File: src/rtl/pes_ripco_ext.sv
// pes_ripco_ext: samples an asynchronous 2-bit ripple counter and rejects ripple
// transients. It tracks the filtered count, extends it with a wrap counter, flags
// illegal steps, and raises a valid/ready threshold event.
module pes_ripco_ext #(
  parameter int SYNC_STAGES   = 2,
  parameter int STABLE_CYCLES = 2,
  parameter int EXT_W         = 8
) (
  input  logic             clk,
  input  logic             reset,
  input  logic [1:0]       q_in,
  input  logic             clr,
  input  logic [EXT_W-1:0] thresh,
  output logic [EXT_W+1:0] count,
  output logic             wrap_pulse,
  output logic             step_err,
  output logic             thr_valid,
  input  logic             thr_ready
);

  localparam int STAB_W = (STABLE_CYCLES > 1) ? $clog2(STABLE_CYCLES) : 1;
  localparam logic [STAB_W-1:0] STAB_MAX = STAB_W'(STABLE_CYCLES - 1);

  // Synchronizer chain: stage 0 samples q_in, the last stage feeds the filter.
  logic [SYNC_STAGES-1:0][1:0] sync_q;
  logic [1:0]                  q_s;

  // Filter state.
  logic [1:0]        cand_q, cand_d;
  logic [STAB_W-1:0] stab_q, stab_d;
  logic              accept_s;

  // Tracking state.
  logic [1:0]       q_filt_q, q_filt_d;
  logic [EXT_W-1:0] ext_q, ext_d;
  logic [EXT_W-1:0] ext_inc_s;
  logic             wrap_q, wrap_d;
  logic             err_q, err_d;
  logic             thr_valid_q, thr_valid_d;
  logic             match_s;

  assign q_s       = sync_q[SYNC_STAGES-1];
  assign accept_s  = (stab_q == STAB_MAX);
  assign ext_inc_s = ext_q + EXT_W'(1);

  // Plain flop chain, nothing between stages, so each bit gets full resolution time.
  always_ff @(posedge clk or negedge reset) begin
    if (!reset) begin
      sync_q <= '0;
    end else begin
      sync_q <= {sync_q[SYNC_STAGES-2:0], q_in};
    end
  end

  // Stability filter: restart the count whenever the synchronized value moves.
  always_comb begin
    cand_d = cand_q;
    stab_d = stab_q;
    if (q_s != cand_q) begin
      cand_d = q_s;
      stab_d = '0;
    end else if (stab_q != STAB_MAX) begin
      stab_d = stab_q + STAB_W'(1);
    end else begin
      stab_d = stab_q;
    end
  end

  // Step classification of the accepted value plus threshold handshake and clear.
  always_comb begin
    q_filt_d    = q_filt_q;
    ext_d       = ext_q;
    wrap_d      = 1'b0;
    err_d       = err_q;
    match_s     = 1'b0;
    thr_valid_d = thr_valid_q;

    if (accept_s && (cand_q != q_filt_q)) begin
      if ((q_filt_q == 2'd3) && (cand_q == 2'd0)) begin
        q_filt_d = 2'd0;
        ext_d    = ext_inc_s;
        wrap_d   = 1'b1;
        match_s  = (ext_inc_s == thresh);
      end else if (cand_q == (q_filt_q + 2'd1)) begin
        q_filt_d = cand_q;
      end else begin
        // Skip or backward step: follow the counter but remember the fault.
        q_filt_d = cand_q;
        err_d    = 1'b1;
      end
    end else begin
      q_filt_d = q_filt_q;
    end

    if (thr_valid_q && thr_ready) begin
      thr_valid_d = 1'b0;
    end else begin
      thr_valid_d = thr_valid_q;
    end

    // A match in the handshake cycle wins, so the event stays pending.
    if (match_s) begin
      thr_valid_d = 1'b1;
    end else begin
      thr_valid_d = thr_valid_d;
    end

    // clr discards any same-cycle event but leaves q_filt tracking the counter.
    if (clr) begin
      ext_d       = '0;
      err_d       = 1'b0;
      wrap_d      = 1'b0;
      thr_valid_d = 1'b0;
    end else begin
      ext_d = ext_d;
    end
  end

  // State registers for the filter and tracking logic.
  always_ff @(posedge clk or negedge reset) begin
    if (!reset) begin
      cand_q      <= 2'd0;
      stab_q      <= '0;
      q_filt_q    <= 2'd0;
      ext_q       <= '0;
      wrap_q      <= 1'b0;
      err_q       <= 1'b0;
      thr_valid_q <= 1'b0;
    end else begin
      cand_q      <= cand_d;
      stab_q      <= stab_d;
      q_filt_q    <= q_filt_d;
      ext_q       <= ext_d;
      wrap_q      <= wrap_d;
      err_q       <= err_d;
      thr_valid_q <= thr_valid_d;
    end
  end

  assign count      = {ext_q, q_filt_q};
  assign wrap_pulse = wrap_q;
  assign step_err   = err_q;
  assign thr_valid  = thr_valid_q;

endmodule
File: config.mk
export PLATFORM = sky130hd
export DESIGN_NAME = pes_ripco_ext
export DESIGN_NICKNAME = d
export VERILOG_FILES = /design/src/rtl/pes_ripco_ext.sv
export SDC_FILE = /design/constraint.sdc
export NUM_CORES = 1
export LEC_CHECK = 0
export BUFFER_PORTS_ARGS = -buffer_cell sky130_fd_sc_hd__buf_2
export CORE_AREA = 3 3 53 55
export DETAILED_ROUTE_END_ITERATION = 12
export DIE_AREA = 0 0 56 58
export GPL_TIMING_DRIVEN = 0
export PLACE_DENSITY = 0.71
export SETUP_SLACK_MARGIN = 0.5
export SLEW_MARGIN = 10
export SYNTH_ARGS = -nofsm -noshare
export SYNTH_HDL_FRONTEND = slang
export SYNTH_SLANG_ARGS = --single-unit
File: constraint.sdc
create_clock -name clk -period 1.6 [get_ports clk]
set_input_delay 0.32 -clock clk [delete_from_list [all_inputs] [get_ports clk]]
set_output_delay 0.32 -clock clk [all_outputs]
set_load 0.005 [all_outputs]
== After elaboration in Yosys (flattened, before gate mapping) ==
Cells that the tools add are included.

* Flip-flop bits (word level): 20
* Bits in latches: 0
* Memory bits (writable): 0
* Memory bits (read-only): 0
* Output and inout port bits: 13
* Logic and storage cells: 46
* Memories kept: 0

* $add $sub $neg: 3
* Multipliers: 0
* Div/mod/pow operators: 0
* $lt $le $gt $ge: 0
* Equality and inequality tests: 7
* Shift-type cells: 0
* Muxes and demuxes: 18
* Bitwise gates (word level): 0
* Reductions and logical operators: 9

{| class="wikitable"
|+ Operators by type and width
! cell !! count
|-
| $mux W8 || 3
|-
| $mux W1 || 14
|-
| $add A8 B1 Y8 const B || 1
|-
| $eq A8 B8 Y1 || 1
|-
| $ne A2 B2 Y1 || 2
|-
| $ne A2 B2 Y1 const B || 2
|-
| $reduce_bool A2 Y1 || 2
|-
| $logic_and A1 B1 Y1 || 3
|-
| $reduce_and A3 Y1 || 1
|-
| $reduce_bool A3 Y1 || 1
|-
| $add A2 B1 Y2 const B || 1
|-
| $eq A2 B2 Y1 || 1
|-
| $eq A2 B2 Y1 const B || 1
|-
| $logic_not A2 Y1 || 1
|-
| $mux W2 || 1
|-
| $reduce_and A2 Y1 || 1
|-
| $add A1 B1 Y1 const B || 1
|}

== Depth between registers and ports, before layout ==
Gate-level depths: netlist of run 1.

* Depth in word-level cells: 6
* Mapped depth: 6

== Worst setup path before layout of run 1 ==
Ideal clock, no wire load.

* Path kind: reg-to-reg
* Start: register q_filt_q[0]
* End: register err_q (netlist: step_err)
* Setup time: 132 ps
* Data arrival time: 1526 ps
* Required time: 1468 ps
* Slack: -58 ps
* Cell stages (with the launch flop): 7
* Path buffers: 0
* Period minus slack after synthesis: 1658 ps
* Cell sequence: dfrtp_1 > ha_1 > mux2_2 > a221oi_1 > a21oi_1 > a21oi_1 > nor2_1

* Word-level cells in the longest chain between the ends: 4

{| class="wikitable"
|+ Ends and longest elaborated chain
! item !! line !! source
|-
| from (decl) || 34 || <nowiki>logic [1:0] q_filt_q, q_filt_d;</nowiki>
|-
| from (signal assigned) || 132 || <nowiki>q_filt_q <= q_filt_d;</nowiki>
|-
| $add A2 B1 Y2, or another cell as far along || 84 || <nowiki>end else if (cand_q == (q_filt_q + 2'd1)) begin</nowiki>
|-
| $eq A2 B2 Y1, or another cell as far along || 84 ||
|-
| $ne A2 B2 Y1 (no line) or $reduce_bool A2 Y1 (tied branches) || - ||
|-
| $reduce_and A3 Y1 (no line) * || - ||
|-
| to (signal assigned) || 135 || <nowiki>err_q <= err_d;</nowiki>
|-
| to (decl) || 38 || <nowiki>logic err_q, err_d;</nowiki>
|}

Every way passes the cells marked *; elsewhere a longest branch is shown, timed or not.
A chain may end at the register's enable or synchronous reset.

== Final worst setup path of run 1 ==
* Start: register q_filt_q[1]
* End: register err_q (netlist: step_err)

The elaborated chain is that of the path after synthesis.

==> results.toml, run 1 <==
[global_routing]
overflow = 0
grt_pass1_wl_um = 4040
grt_use_total_pct = 15.4
gr-usage-met2_pct = 28.4
use_met3_pct = 4.01
grt_pass1_vias = 980
busiest_layer = "met2"
antenna_found_initial = 0
grt.met1_usage_pct = 17.2
grt_max_degree = 21

[sta]
worst_pin_slew_ns = 0.467
relSlewSlack_pct = 68.9
hold_violations = 0
rsz0062_at_grt = "yes"
max_freq_mhz = 636
fin_crit_sh_pct = 98.3
min_period_ns = 1.57
fin_setup_tns_ns = 0
finalMaxSlewViolations = 0
finalSetupViolations = 0
finClkSkew_ns = 0.00555

[setup_path]
cp-endpoint = "step_err"
reg2reg_slack_ns = 0.03
worst_setup_path_start_kind = "register"
cp-end-kind = "register"
crit_path_max_fanout = 2
startpoint = "q_filt_q[1]"
r2r-start = "q_filt_q[1]"
cp.required_ns = 1.83
reg2reg_depth = 6
crit_arrival_ns = 1.80
r2r-end = "step_err"
crit_type = "reg2reg"

[die]
die_h_um = 58
chipWidth_um = 56
core_area_sq_um = 2430
initial_core_util_pct = 44.2
pin_count = 27
die_area_sq_um = 3250
row_count = 18

[pwr]
p_int_uw = 854
peakVddDrop_v = 0.000481
power.combinational.fraction_pct = 26.1
power_switching_uw = 311
swShare_pct = 26.7
p_leak_uw = 0.000715
seq_power_share_pct = 48.9
clkPwrFrac_pct = 25.0
p_total_uw = 1170
p_per_area_nw_per_um2 = 727

[outcome]
status = "completed"

[route]
wl_um = 2410
drt-pass1-iter-count = 2
dr.first_iter.drc_count = 25
drc_errors = 0
routedWlPerCell_um = 13.2
viasPerCell = 5.10
vias = 933
antenna_left = 0

[job]
maxCapViolCount = 0

[placed_design]
dp.cells = 158
place.gp.congestion = 0.839
dp_hpwl_um = 1630
portBuffers = 26

[cts]
path_clk_slew_ns = 0.12
cts_buffers = 3
clk_latency_ns = 0.29
tritoncts = "done"
clockBufferDepth = 2
h-tree-depth = 1
clock_sinks = 20
root_buffer = "clkbuf_4"

[final_layout]
drive_gt1_share_pct = 55.6
fill_cells = 190
num_antenna_cells = 0
ff_latch_area_sq_um = 513
final_cell_mix = "buf_2, buf_4, nor2_1"
syn2layout_area_growth_pct = 49.1
nets = 170
layout_commonest_cell = "buf_2"
stdcell_count = 183
multi_input_area_sq_um = 654

[synth]
synthDistinctLibCells = 30
synth_warnings = 0
synth_nets = 118
syn_area_per_cell_sq_um = 10.5
netlist_area_sq_um = 1070
syn_inst = 102
yosysSeqAreaShare_pct = 46.6
ys_ff_latch = 20

[worst_hold_path]
hold_path_class = "in2reg"
repair_timing:
action | CTS | global route
pin swaps | 6 | 6
endpoints found under the setup margin | 23 | 24
gates resized for setup | 9 | 18
hold endpoints to repair | 20 | 0
setup buffers | 15 | 5
hold buffers | 1 | 0
layer usage:
| layer | share of wire, % | up-vias |
|---|---|---|
| met4 | 1.3 | 0 |
| met3 | 2.9 | 4 |
| li1 | - | 452 |
| met2 | 54 | 16 |
| met1 | 42 | 461 |
| met5 | 0 | - |
cells in the mapped netlist:
cell type / instances / area [sq um]
nand3_1: 2 / 10.0
nand2b_1: 2 / 12.5
ha_1: 2 / 25.0
nor2_4: 1 / 11.3
a221oi_1: 1 / 8.76
nor3_1: 1 / 5.00
nand3_2: 1 / 10.0
nor2_1: 16 / 60.1
clkbuf_1: 3 / 11.3
xor2_1: 6 / 52.6
nor4_2: 1 / 12.5
dfrtp_1: 20 / 500
a211oi_1: 1 / 7.51
nand2_1: 7 / 26.3
a21oi_1: 6 / 30.0
o2111a_1: 2 / 22.5
nor4_1: 1 / 6.26
o21ai_0: 2 / 10.0
o211a_1: 1 / 10.0
nand3b_1: 1 / 7.51
o2111ai_4: 1 / 26.3
a22o_1: 1 / 8.76
nor3_2: 1 / 10.0
or2_1: 2 / 12.5
nor3b_1: 1 / 7.51
a311oi_1: 1 / 8.76
mux2_2: 5 / 56.3
buf_2: 1 / 5.00
inv_1: 1 / 3.75
xnor2_1: 11 / 96.3
area by class of cell:
type | instances | share of cell area (%)
Tap cell | 30 | 2.34
Clock buffer | 4 | 2.26
Sequential cell | 20 | 32.0
Multi-Input combinational cell | 77 | 40.8
Buffer | 4 | 1.17
Timing Repair Buffer | 47 | 21.2
Inverter | 1 | 0.234
state kept, by name (all words and copies together) (netlist names):
name,count
ext_q,8
cand_q,2
q_filt_q,2
q_s,2
sync_q,2
accept_s,1
step_err,1
thr_valid,1
wrap_pulse,1
worst min path at each step:
stage / from / to / slack, ns / cells past startpoint
floorplan: reset / accept_s / 0.02 / 0
global placement: reset / sync_q[0] / 0.29 / 1
detailed placement: reset / sync_q[0] / 0.30 / 1
CTS: q_in[1] / sync_q[1] / 0.11 / 1
global route: q_in[1] / sync_q[1] / 0.11 / 1
finish: q_in[1] / sync_q[1] / 0.12 / 1
power by group through the flow:
stage / registers, uW / clock network [uW] / logic, uW
3_3_place_gp: 594 / 0 / 197
2_1_floorplan: 591 / 0 / 139
4_1_cts: 568 / 304 / 295
5_1_grt: 575 / 315 / 338
6_report: 570 / 291 / 305
3_5_place_dp: 596 / 0 / 210
critical path: stages, from the launching register on:
cell and delay, ns:
dfrtp_2 0.45, ha_4 0.24, mux2_2 0.28, mux2_2 0.26, a21oi_1 0.12, a21oi_1 0.07, nor2_1 0.08
stage by stage:
stage	setup WS, ns	area (sq um)	hold slack (ns)	util (%)
6_report	0.0274	1600	0.119	65.9
2_1_floorplan	0.0600	1120	0.0244	-
3_3_place_gp	0.0214	1290	0.292	53.0
3_5_place_dp	-0.0110	1290	0.298	53.0
5_1_grt	-0.0795	1600	0.111	65.9
4_1_cts	0.0288	1480	0.110	61.0
cells by family after synthesis:
| kind of cell | share of synthesized area (%) |
|---|---|
| and+or+nand+nor | 17.8 |
| DFF | 46.6 |
| xor gates and xnor gates | 13.9 |
| AOI/OAI and AO/OA | 12.3 |
| buffers and inverters | 1.86 |
| muxes | 5.24 |
| adders and majority gates | 2.33 |
Power figures use the tool's default switching activity.
==> inputs of run 2 (changes only) <==
--- a/config.mk
+++ b/config.mk
@@ -5,10 +5,13 @@
 export SDC_FILE = /design/constraint.sdc
 export NUM_CORES = 1
 export LEC_CHECK = 0
+export ABC_AREA = 1
 export BUFFER_PORTS_ARGS = -buffer_cell sky130_fd_sc_hd__buf_2
-export CORE_AREA = 3 3 53 55
+export CORE_AREA = 3 3 54 56
+export CTS_CLUSTER_SIZE = 20
 export DETAILED_ROUTE_END_ITERATION = 12
-export DIE_AREA = 0 0 56 58
+export DIE_AREA = 0 0 57 59
+export GPL_ROUTABILITY_DRIVEN = 0
 export GPL_TIMING_DRIVEN = 0
 export PLACE_DENSITY = 0.71
 export SETUP_SLACK_MARGIN = 0.5
==> run 2 against run 1 <==
Global-route usage increased by 3.4 points. Clock-buffer cell count decreased by 1. Final area increased by 2.6%. Cell count increased by 25%. Die area increased by 3.5%. Worst hold slack got worse by 0.0089 ns. Synthesized area increased by 5.5%. Sequential power decreased by 2%. Non-clock buffer count decreased by 6. Synthesized cell count increased by 51%. Largest power group unchanged.
==> results.toml, run 2 <==
[global_routing]
grt_pass1_vias = 1224
grt_pass1_wl_um = 4950
overflow = 0
grt_use_total_pct = 18.9
grt_max_degree = 21
antenna_found_initial = 0

[pwr]
power_switching_uw = 315
seq_power_share_pct = 46.1
peakVddDrop_v = 0.000692
p_leak_uw = 0.000846
p_int_uw = 900
clkPwrFrac_pct = 34.6
swShare_pct = 25.9
p_per_area_nw_per_um2 = 739
power.combinational.fraction_pct = 19.3
p_total_uw = 1210

[route]
antenna_left = 0
viasPerCell = 5.10
wl_um = 2920
routedWlPerCell_um = 12.8
drt-pass1-iter-count = 4
dr.first_iter.drc_count = 34
vias = 1167
drc_errors = 0

[cts]
root_buffer = "clkbuf_4"
h-tree-depth = 1
path_clk_slew_ns = 0.12
clockBufferDepth = 2
clock_sinks = 20
clk_latency_ns = 0.30
tritoncts = "done"
cts_buffers = 3

[synth]
syn_inst = 154
yosysSeqAreaShare_pct = 44.2
synth_enable_flop_cells = 0
synth_top_area_share_pct = 44.2
synth_commonest_cells = "nand2_1, inv_1, dfrtp_1, nand3_1, nor2_1"
ys_ff_latch = 20
synthDistinctLibCells = 22
synthArstFlopShare_pct = 100
synth.most_common_cell = "nand2_1"
synth_warnings = 0
yosys-top-cells-area = "dfrtp_1, nand2_1, nand3_1, inv_1, nor2_1"
synth_nets = 170
synth_area_leader_cell = "dfrtp_1"
netlist_area_sq_um = 1130
syn_area_per_cell_sq_um = 7.36
synth_flop_cell = "dfrtp_1"

[placed_design]
place_area_sq_um = 1330
dpl_worst_slack_ns = 0.0720
dp_hpwl_um = 1940
portBuffers = 26

[worst_hold_path]
hold_path_class = "in2reg"
hp-start = "q_in[0]"
hold_end = "sync_q[0]"
min_delay_path_depth = 1

[final_layout]
fin_util_pct = 66.4
syn2layout_area_growth_pct = 45.0
layout_commonest_cell = "nand2_1"
stdcell_area_sq_um = 1640
regMostFlops = "ext_q"
largest_reg_flops = 8
final_cell_mix = "nand2_1, buf_2, inv_1, dfrtp_1, nand3_1"
drive_gt1_share_pct = 41.2
nets = 216
num_antenna_cells = 0

[outcome]
status = "completed"

[die]
row_count = 18
die_h_um = 59
pin_count = 27
initial_core_util_pct = 45.8
core_area_sq_um = 2480
die_area_sq_um = 3360
chipWidth_um = 57

[sta]
finClkSkew_ns = 0.00259
max_freq_mhz = 653
relSlewSlack_pct = 69.6
fin_hold_ws_ns = 0.110
hold_violations = 0
finalSetupViolations = 0
finalMaxSlewViolations = 0
rsz0062_at_grt = "yes"
min_period_ns = 1.53
fin_crit_sh_pct = 95.8
worst_slack_ns = 0.0676
worst_pin_slew_ns = 0.456

[setup_path]
r2r-start = "ext_q[0]"
crit_type = "reg2reg"
cpMostUsedCell = "nand2_1"
cp_cell_sequence = "ha_4 > or2_1 > nand2_1 > nand2_1 > nand2_1 > nand3_1 > nor2_1 > nand3_1 > a21oi_2"
crit_arrival_ns = 1.78
crit_slowest_cell = "dfrtp_1"
cp-end-kind = "register"
reg2reg_depth = 9
reg2reg_slack_ns = 0.07
cp.required_ns = 1.85
worst_setup_path_start_kind = "register"
r2r-end = "thr_valid"
crit_path_max_fanout = 5
slowest_delay_ns = 0.45

[job]
maxCapViolCount = 0
[run 2: repair_timing]
| item | in CTS | in global routing |
|---|---|---|
| resized for setup | 19 | 20 |
| hold endpoints to repair | 20 | 0 |
| pin swaps | 5 | 12 |
| setup endpoints to repair | 24 | 24 |
| setup buffers | 9 | 5 |
| hold buffers | 1 | 0 |
[run 2: logic make-up after synthesis]
| group | synth area share, % |
|---|---|
| and+or+nand+nor | 35.3 |
| xor gates and xnor gates | 3.09 |
| adders and majority gates | 2.21 |
| AOI/OAI and AO/OA | 5.52 |
| DFF | 44.2 |
| buffers and inverters | 9.71 |
[run 2: cell type report]
type                    instances  area (sq um)
flip-flops and latches         20           507
inverters                      23          88.8
clock inverters                 1          30.0
well taps                      30          37.5
fillers                       221           833
multi-input cells             107           647
clock buffers                   3          22.5
repair buffers                 41           279
plain buffers                   4          32.5
[run 2: per-stage QoR]
step	TNS, ns	std cells
6_report	0	229
5_1_grt	-0.0458	229
4_1_cts	0	224
3_5_place_dp	0	210
3_3_place_gp	0	210
2_1_floorplan	0	154
[run 2: worst max-delay path by stage]
stage / from / end / slack (ns) / cells after the start
floorplan: ext_q[1] / thr_valid / 0.21 / 9
global placement: ext_q[1] / thr_valid / 0.13 / 9
detailed placement: ext_q[1] / thr_valid / 0.07 / 9
CTS: ext_q[1] / thr_valid / 0.10 / 9
global route: ext_q[1] / thr_valid / -0.05 / 11
finish: ext_q[0] / thr_valid / 0.07 / 9
[run 2: power by group through the flow]
stage / Clock, uW / Sequential [uW] / Combinational (uW)
6_report: 420 / 560 / 234
5_1_grt: 456 / 566 / 261
4_1_cts: 427 / 554 / 205
3_5_place_dp: 0 / 562 / 156
3_3_place_gp: 0 / 562 / 150
2_1_floorplan: 0 / 561 / 93.7
[run 2: metal layers]
metal | vias up | wire length, um | track usage, % | part of all wire, %
met4 | 0 | 89 | 9.93 | 3.0
met1 | 536 | 1220 | 21.4 | 42
met3 | 11 | 164 | 3.92 | 5.6
met5 | - | 0 | 0 | 0
met2 | 43 | 1440 | 33.4 | 49
li1 | 577 | - | - | -
[run 2: critical path, delay by kind of cell, from the launching register on]
kind / cells / cell delay, ns
and+or+nand+nor: 7 / 0.67
AOI/OAI and AO/OA: 1 / 0.13
adders and majority gates: 1 / 0.20
DFF: 1 / 0.45
